--- src/rtl/divide_sequencer_pkg.sv ---
// ============================================================================
// Module : divide_sequencer_pkg
// Brief  : Shared types and constants for the divide-by-subtraction sequencer
// Rev    : 1.0  initial release
// ============================================================================
`default_nettype none

package divide_sequencer_pkg;

  // Controller states; explicit 3-bit encoding keeps the state register width fixed
  typedef enum logic [2:0] {
    IDLE    = 3'd0,
    LOAD    = 3'd1,
    CHECK   = 3'd2,
    SUB     = 3'd3,
    TEST    = 3'd4,
    RESTORE = 3'd5,
    DONE    = 3'd6,
    ERR     = 3'd7
  } state_t;

  // A-register source select encodings (2'b0x selects Q)
  localparam logic [1:0] ASEL_Q   = 2'b00;
  localparam logic [1:0] ASEL_IN  = 2'b10;
  localparam logic [1:0] ASEL_ALU = 2'b11;

  // Width of the quotient counter
  localparam int COUNT_W = 8;

endpackage : divide_sequencer_pkg

`default_nettype wire

--- src/rtl/divide_sequencer_iteration_counter.sv ---
// ============================================================================
// Module : iteration_counter
// Brief  : 8-bit quotient counter with synchronous clear, increment enable
//          and a terminal flag asserted when the next increment hits MAX_ITER
// Rev    : 1.0  initial release
// ============================================================================
`default_nettype none

module iteration_counter
  import divide_sequencer_pkg::*;
#(
  parameter int MAX_ITER = 127
) (
  input  logic               i_clk,
  input  logic               i_rst_n,
  input  logic               i_clear,
  input  logic               i_inc,
  output logic [COUNT_W-1:0] o_count,
  output logic               o_at_limit
);

  // Value the counter holds one increment before the iteration guard trips
  localparam logic [COUNT_W-1:0] C_LIMIT_M1 = COUNT_W'(MAX_ITER - 1);

  logic [COUNT_W-1:0] r_count;

  // Count register: clear has priority over increment; otherwise hold
  always_ff @(posedge i_clk or negedge i_rst_n) begin
    if (!i_rst_n) begin
      r_count <= '0;
    end else if (i_clear) begin
      r_count <= '0;
    end else if (i_inc) begin
      r_count <= r_count + 1'b1;
    end
  end

  assign o_count    = r_count;
  // True when Count+1 would equal MAX_ITER, i.e. the current increment is the last allowed
  assign o_at_limit = (r_count == C_LIMIT_M1);

endmodule : iteration_counter

`default_nettype wire

--- src/rtl/divide_sequencer.sv ---
// ============================================================================
// Module : divide_sequencer
// Brief  : Moore controller for unsigned division by repeated subtraction
//          with a single restore step. Count holds the quotient, the external
//          A register holds the remainder on completion.
// Rev    : 1.0  initial release
// ============================================================================
`default_nettype none

module divide_sequencer
  import divide_sequencer_pkg::*;
#(
  parameter int MAX_ITER = 127
) (
  input  logic               i_clk,
  input  logic               i_rst_n,
  input  logic               i_start,
  input  logic               i_aeq0,
  input  logic               i_apos,
  input  logic               i_qzero,
  output logic               o_aload,
  output logic [1:0]         o_asel,
  output logic               o_sub,
  output logic               o_busy,
  output logic               o_done,
  output logic               o_error,
  output logic [COUNT_W-1:0] o_count
);

  // The counter must never wrap, and a guard of zero could never be reached
  generate
    if ((MAX_ITER < 1) || (MAX_ITER > 255)) begin : g_bad_max_iter
      $error("divide_sequencer: MAX_ITER must be in 1..255");
    end
  endgenerate

  state_t r_state;
  state_t w_next_state;

  logic w_cnt_clear;
  logic w_cnt_inc;
  logic w_at_limit;

  // Quotient counter: cleared on LOAD, bumped on every non-negative TEST
  assign w_cnt_clear = (r_state == LOAD);
  assign w_cnt_inc   = (r_state == TEST) && i_apos;

  iteration_counter #(
    .MAX_ITER (MAX_ITER)
  ) u_iteration_counter (
    .i_clk      (i_clk),
    .i_rst_n    (i_rst_n),
    .i_clear    (w_cnt_clear),
    .i_inc      (w_cnt_inc),
    .o_count    (o_count),
    .o_at_limit (w_at_limit)
  );

  // State register; async reset returns straight to IDLE mid-operation
  always_ff @(posedge i_clk or negedge i_rst_n) begin
    if (!i_rst_n) begin
      r_state <= IDLE;
    end else begin
      r_state <= w_next_state;
    end
  end

  // Next-state logic; flags are only looked at in CHECK and TEST
  always_comb begin
    w_next_state = r_state;
    case (r_state)
      IDLE: begin
        if (i_start) begin
          w_next_state = i_qzero ? ERR : LOAD;
        end
      end
      LOAD: begin
        w_next_state = CHECK;
      end
      CHECK: begin
        if (!i_apos) begin
          w_next_state = ERR;
        end else if (i_aeq0) begin
          w_next_state = DONE;
        end else begin
          w_next_state = SUB;
        end
      end
      SUB: begin
        w_next_state = TEST;
      end
      TEST: begin
        // Exact termination takes priority over the iteration guard
        if (!i_apos) begin
          w_next_state = RESTORE;
        end else if (i_aeq0) begin
          w_next_state = DONE;
        end else if (w_at_limit) begin
          w_next_state = ERR;
        end else begin
          w_next_state = SUB;
        end
      end
      RESTORE: begin
        w_next_state = DONE;
      end
      DONE: begin
        w_next_state = IDLE;
      end
      ERR: begin
        w_next_state = IDLE;
      end
      default: begin
        w_next_state = IDLE;
      end
    endcase
  end

  // Moore output decode from the state register only
  always_comb begin
    o_aload = 1'b0;
    o_asel  = ASEL_Q;
    o_sub   = 1'b0;
    o_busy  = (r_state != IDLE);
    o_done  = 1'b0;
    o_error = 1'b0;
    case (r_state)
      LOAD: begin
        o_aload = 1'b1;
        o_asel  = ASEL_IN;
      end
      SUB: begin
        o_aload = 1'b1;
        o_asel  = ASEL_ALU;
        o_sub   = 1'b1;
      end
      RESTORE: begin
        o_aload = 1'b1;
        o_asel  = ASEL_ALU;
        o_sub   = 1'b0;
      end
      DONE: begin
        o_done = 1'b1;
      end
      ERR: begin
        o_done  = 1'b1;
        o_error = 1'b1;
      end
      default: begin
        o_aload = 1'b0;
      end
    endcase
  end

endmodule : divide_sequencer

`default_nettype wire

--- config.mk ---
export PLATFORM = sky130hd
export DESIGN_NAME = divide_sequencer
export DESIGN_NICKNAME = d
export VERILOG_FILES = /design/src/rtl/divide_sequencer_pkg.sv /design/src/rtl/divide_sequencer_iteration_counter.sv /design/src/rtl/divide_sequencer.sv
export SDC_FILE = /design/constraint.sdc
export NUM_CORES = 1
export LEC_CHECK = 0
export ABC_CLOCK_PERIOD_IN_PS = 1680
export CORE_MARGIN = 3
export CORE_UTILIZATION = 45
export CTS_BUF_LIST = sky130_fd_sc_hd__clkbuf_16
export DETAILED_ROUTE_END_ITERATION = 12
export PLACE_DENSITY_LB_ADDON = 0.15
export SLEW_MARGIN = 20
export SYNTH_ARGS = -nofsm -noshare
export SYNTH_HDL_FRONTEND = slang
export SYNTH_SLANG_ARGS = --single-unit
--- constraint.sdc ---
create_clock -name i_clk -period 1.68 [get_ports i_clk]
set_clock_uncertainty 0.05 [all_clocks]
set_input_delay 0.252 -clock i_clk [delete_from_list [all_inputs] [get_ports i_clk]]
set_output_delay 0.252 -clock i_clk [all_outputs]
set_load 0.02 [all_outputs]
==> reports/qor.txt <==
======================================================================================
Slew Limit Headroom .....................................................        0.665
Multi-input gate area ...................................................     389 um^2
Area of the die .........................................................    2100 um^2
CTS tree ................................................................          yes
Count of nets left with antenna violations after detail routing .........            0
Peak clock frequency supported by timing ................................    0.613 GHz
EDFF count, synth .......................................................            0
Final clock period utilization by the worst path ........................        0.970
Critical path destination ...............................................       o_busy
Share of flip-flops with an asynchronous set or reset ...................         1.00
Flip-flop and latch count after synthesis ...............................           11
Top post-synthesis cells by area ........................................ sky130_fd_sc_hd__dfrtp_1 (39%), sky130_fd_sc_hd__a21oi_1 (5.6%), sky130_fd_sc_hd__o31ai_1 (4.2%)
Number of vias after detailed routing ...................................          691
Type of element launching the critical path .............................         flop
Total internal power ....................................................      1.08 mW
Core Area ...............................................................    1400 um^2
Highest fanout seen on the critical path ................................            7
Power share of the combinational group ..................................        0.505
FF-to-FF Start ..........................................................   r_state[1]
Cell-by-cell trace of the critical path ................................. or3_1 -> clkdlybuf4s15_2
Worst hold slack ........................................................       304 ps
Worst reg2reg path depth ................................................            3
Final antenna diode count ...............................................            0
Number of input and output port buffers inserted ........................           20
Part of the Yosys area used for sequential elements .....................        0.386
Count of hold buffers inserted by post-cts repair .......................            0
Max Root-Sink Buffers ...................................................            2
Crit-path leading delay family ..........................................   flip-flops
Register-to-register setup slack ........................................       100 ps
Cell count along the critical path ......................................            2
Clock buffer count from CTS .............................................            3
Initial antenna violation count .........................................            0
Data required time of the worst path ....................................      1380 ps
Overflow after GRT ......................................................            0
Crit Path Class .........................................................   reg -> out
Count of cell types in the netlist ......................................           36
Critical path data arrival time .........................................      1330 ps
Final Routed Wirelength .................................................      1700 um
Prevailing post-synth register cell ..................................... sky130_fd_sc_hd__dfrtp_1
Avg Vias per Cell .......................................................         5.86
Leading cell type by number of instances after synthesis ................ sky130_fd_sc_hd__dfrtp_1
Run status .............................................................. complete, no violations
Final net count .........................................................          112
Cell with the largest stage delay on the worst path ..................... sky130_fd_sc_hd__dfrtp_2
Number of levels in the clock H-tree ....................................            1
Boundary pin count ......................................................           21
Net load switching power ................................................       689 uW
Number of cell rows .....................................................           13
CP Capture Type ......................................................... primary output
DPL Wire Length .........................................................      1220 um
Switching power share of the total ......................................        0.389
FILL cells ..............................................................          105
Peak VDD IR .............................................................      1.21 mV
Detailed-route wire length per cell .....................................      14.4 um
Router iterations before antenna repair .................................            4
Final max-slew violation count ..........................................            0
Unrepaired setup endpoints after global routing .........................        false
Crit path time final ....................................................      1630 ps
Fraction of final layout cells with drive strength greater than 1 .......        0.223
Die height ..............................................................      45.8 um
Post-Syn Area ...........................................................     713 um^2
Post-synthesis net count ................................................           84
Number of DRC violations after detailed-routing iteration 0 .............           16
Worst flop-to-flop path endpoint ........................................ u_iteration_counter.o_count[5]
Initial cell density of the core ........................................        0.510
Most common library cells after synthesis ............................... sky130_fd_sc_hd__dfrtp_1 (11), sky130_fd_sc_hd__a21oi_1 (8), sky130_fd_sc_hd__inv_1 (5), sky130_fd_sc_hd__nand2_1 (5), sky130_fd_sc_hd__o31ai_1 (4)
Portion of total power attributed to sequential cells ...................        0.256
Hold Fails Final Rpt ....................................................            0
Buffer type at the clock tree root ...................................... sky130_fd_sc_hd__clkbuf_16
Latest clock arrival within the worst-skew pair .........................       240 ps
First-pass GRT wire length ..............................................      2740 um
Layout Area Growth over Synthesis .......................................        44.4%
Number of DRC violations after detailed routing .........................            0
Transition at the pin with the smallest max-transition slack ............       500 ps
Timing startpoint of the critical path ..................................   r_state[1]
Worst setup margin ......................................................      49.8 ps
Post-synthesis instance total ...........................................           76
Pin count of the biggest net entering global routing ....................           12
Number of failing setup endpoints in the final timing report ............            0
Seq. cell area ..........................................................     278 um^2
Synthesized area per cell ...............................................    9.38 um^2
WP buf/inv ..............................................................            1
Clock slew at the register clock pins of the worst setup and hold paths .        40 ps
Worst min-delay path class ..............................................  in -> async
Clock group share of total power ........................................        0.240
CTS sink cnt ............................................................           11
Dominant cell type by area after synthesis .............................. sky130_fd_sc_hd__dfrtp_1
Final weighted congestion of routability-driven global placement ........        0.777
Maximum capacitance violations ..........................................            0
Cell area power density ................................................. 1720 nW/um^2
Number of warnings issued by yosys ......................................            0
Total leakage power .....................................................     0.453 nW
Die width ...............................................................      45.8 um
Slowest cell delay on critical path .....................................       440 ps
DP Worst Slack ..........................................................     -86.5 ps
Vias in the first global route ..........................................          613
Total routing resource utilization after global routing .................        0.184
Synth top area share ....................................................        0.386
======================================================================================
==> metal layers <==
metal / up-vias / part of all wire / wire [um] / track usage
li1: 342 / - / - / -
met1: 323 / 0.45 / 759 / 0.245
met2: 23 / 0.48 / 812 / 0.276
met3: 3 / 0.069 / 117 / 0.0711
met4: 0 / 0.0071 / 12 / 0.0511
met5: - / 0 / 0 / 0
==> per-stage QoR <==
step                      power [mW]  utilization  area, um^2  setup TNS (ps)  cells
after detailed placement        1.34        0.670         937            -607    112
after global routing            1.89        0.736        1030               0    118
after global placement          1.33        0.670         937            -442    112
final                           1.77        0.736        1030               0    118
after CTS                       1.73        0.724        1010               0    116
after floorplan                 1.02            -         713               0     76
==> power by group through the flow <==
stage          sequential (mW)  clock, mW  combinational, mW
3_5_place_dp             0.454          0              0.886
6_report                 0.453      0.424              0.893
3_3_place_gp             0.450          0              0.876
5_1_grt                  0.471      0.441              0.981
2_1_floorplan            0.449          0              0.573
4_1_cts                  0.456      0.432              0.847
==> sequential cells by signal, indices dropped and copies added (netlist names) <==
name / count
u_iteration_counter.o_count: 8
r_state: 3
==> kinds of logic after synthesis <==
group / after synthesis / synth area share
AO/OA/AOI/OAI: 22 / 0.219
XOR/XNOR: 1 / 0.0123
adder cells (fa/ha/maj): 2 / 0.0351
buffers and inverters: 11 / 0.0877
flip-flops: 11 / 0.386
multiplexers: 1 / 0.0140
AND/OR/NAND/NOR: 28 / 0.246
==> layout by cell type, fill, tap and decap left out, types with 3 or more instances in the layout <==
master and n:
sky130_fd_sc_hd__o31ai_1 4, sky130_fd_sc_hd__clkbuf_16 3, sky130_fd_sc_hd__a21oi_1 8, sky130_fd_sc_hd__inv_1 6, sky130_fd_sc_hd__and2_1 3, sky130_fd_sc_hd__or4_1 3
sky130_fd_sc_hd__dlygate4sd2_1 3, sky130_fd_sc_hd__dfrtp_1 9, sky130_fd_sc_hd__clkdlybuf4s50_1 13, sky130_fd_sc_hd__buf_4 8, sky130_fd_sc_hd__nand2_1 5
==> area by class of cell <==
type                       count  area share
multi-input combinational     54       0.378
timing repair buffer          28       0.236
inverter                       6      0.0219
tap                           15      0.0182
clock inverter                 1     0.00365
clock buffer                   3      0.0729
sequential                    11       0.270
==> worst register-to-register path: stages, from the launching register on <==
cell	delay, ps
sky130_fd_sc_hd__dfrtp_2	440
sky130_fd_sc_hd__nand4bb_2	330
sky130_fd_sc_hd__or4_1	530
sky130_fd_sc_hd__a21oi_1	140
==> worst min path at each step <==
| stage | from | endpoint | slack, ps | cells past startpoint |
|---|---|---|---|---|
| 6_report | i_rst_n | u_iteration_counter.o_count[2] | 300 | 1 |
| 5_1_grt | i_rst_n | u_iteration_counter.o_count[2] | 330 | 1 |
| 4_1_cts | i_rst_n | u_iteration_counter.o_count[2] | 320 | 1 |
| 3_5_place_dp | u_iteration_counter.o_count[7] | r_state[2] | 460 | 1 |
| 3_3_place_gp | u_iteration_counter.o_count[7] | r_state[2] | 460 | 1 |
| 2_1_floorplan | i_rst_n | r_state[0] | -90 | 0 |
==> repair_timing <==
| item | in CTS | in global routing |
|---|---|---|
| endpoints found under the setup margin | 7 | 9 |
| pin swaps | 0 | 0 |
| buffers inserted | 0 | 2 |
| resized for setup | 11 | 11 |
| endpoints found under the hold margin | 0 | 0 |
(Power assumes the default switching activity.)
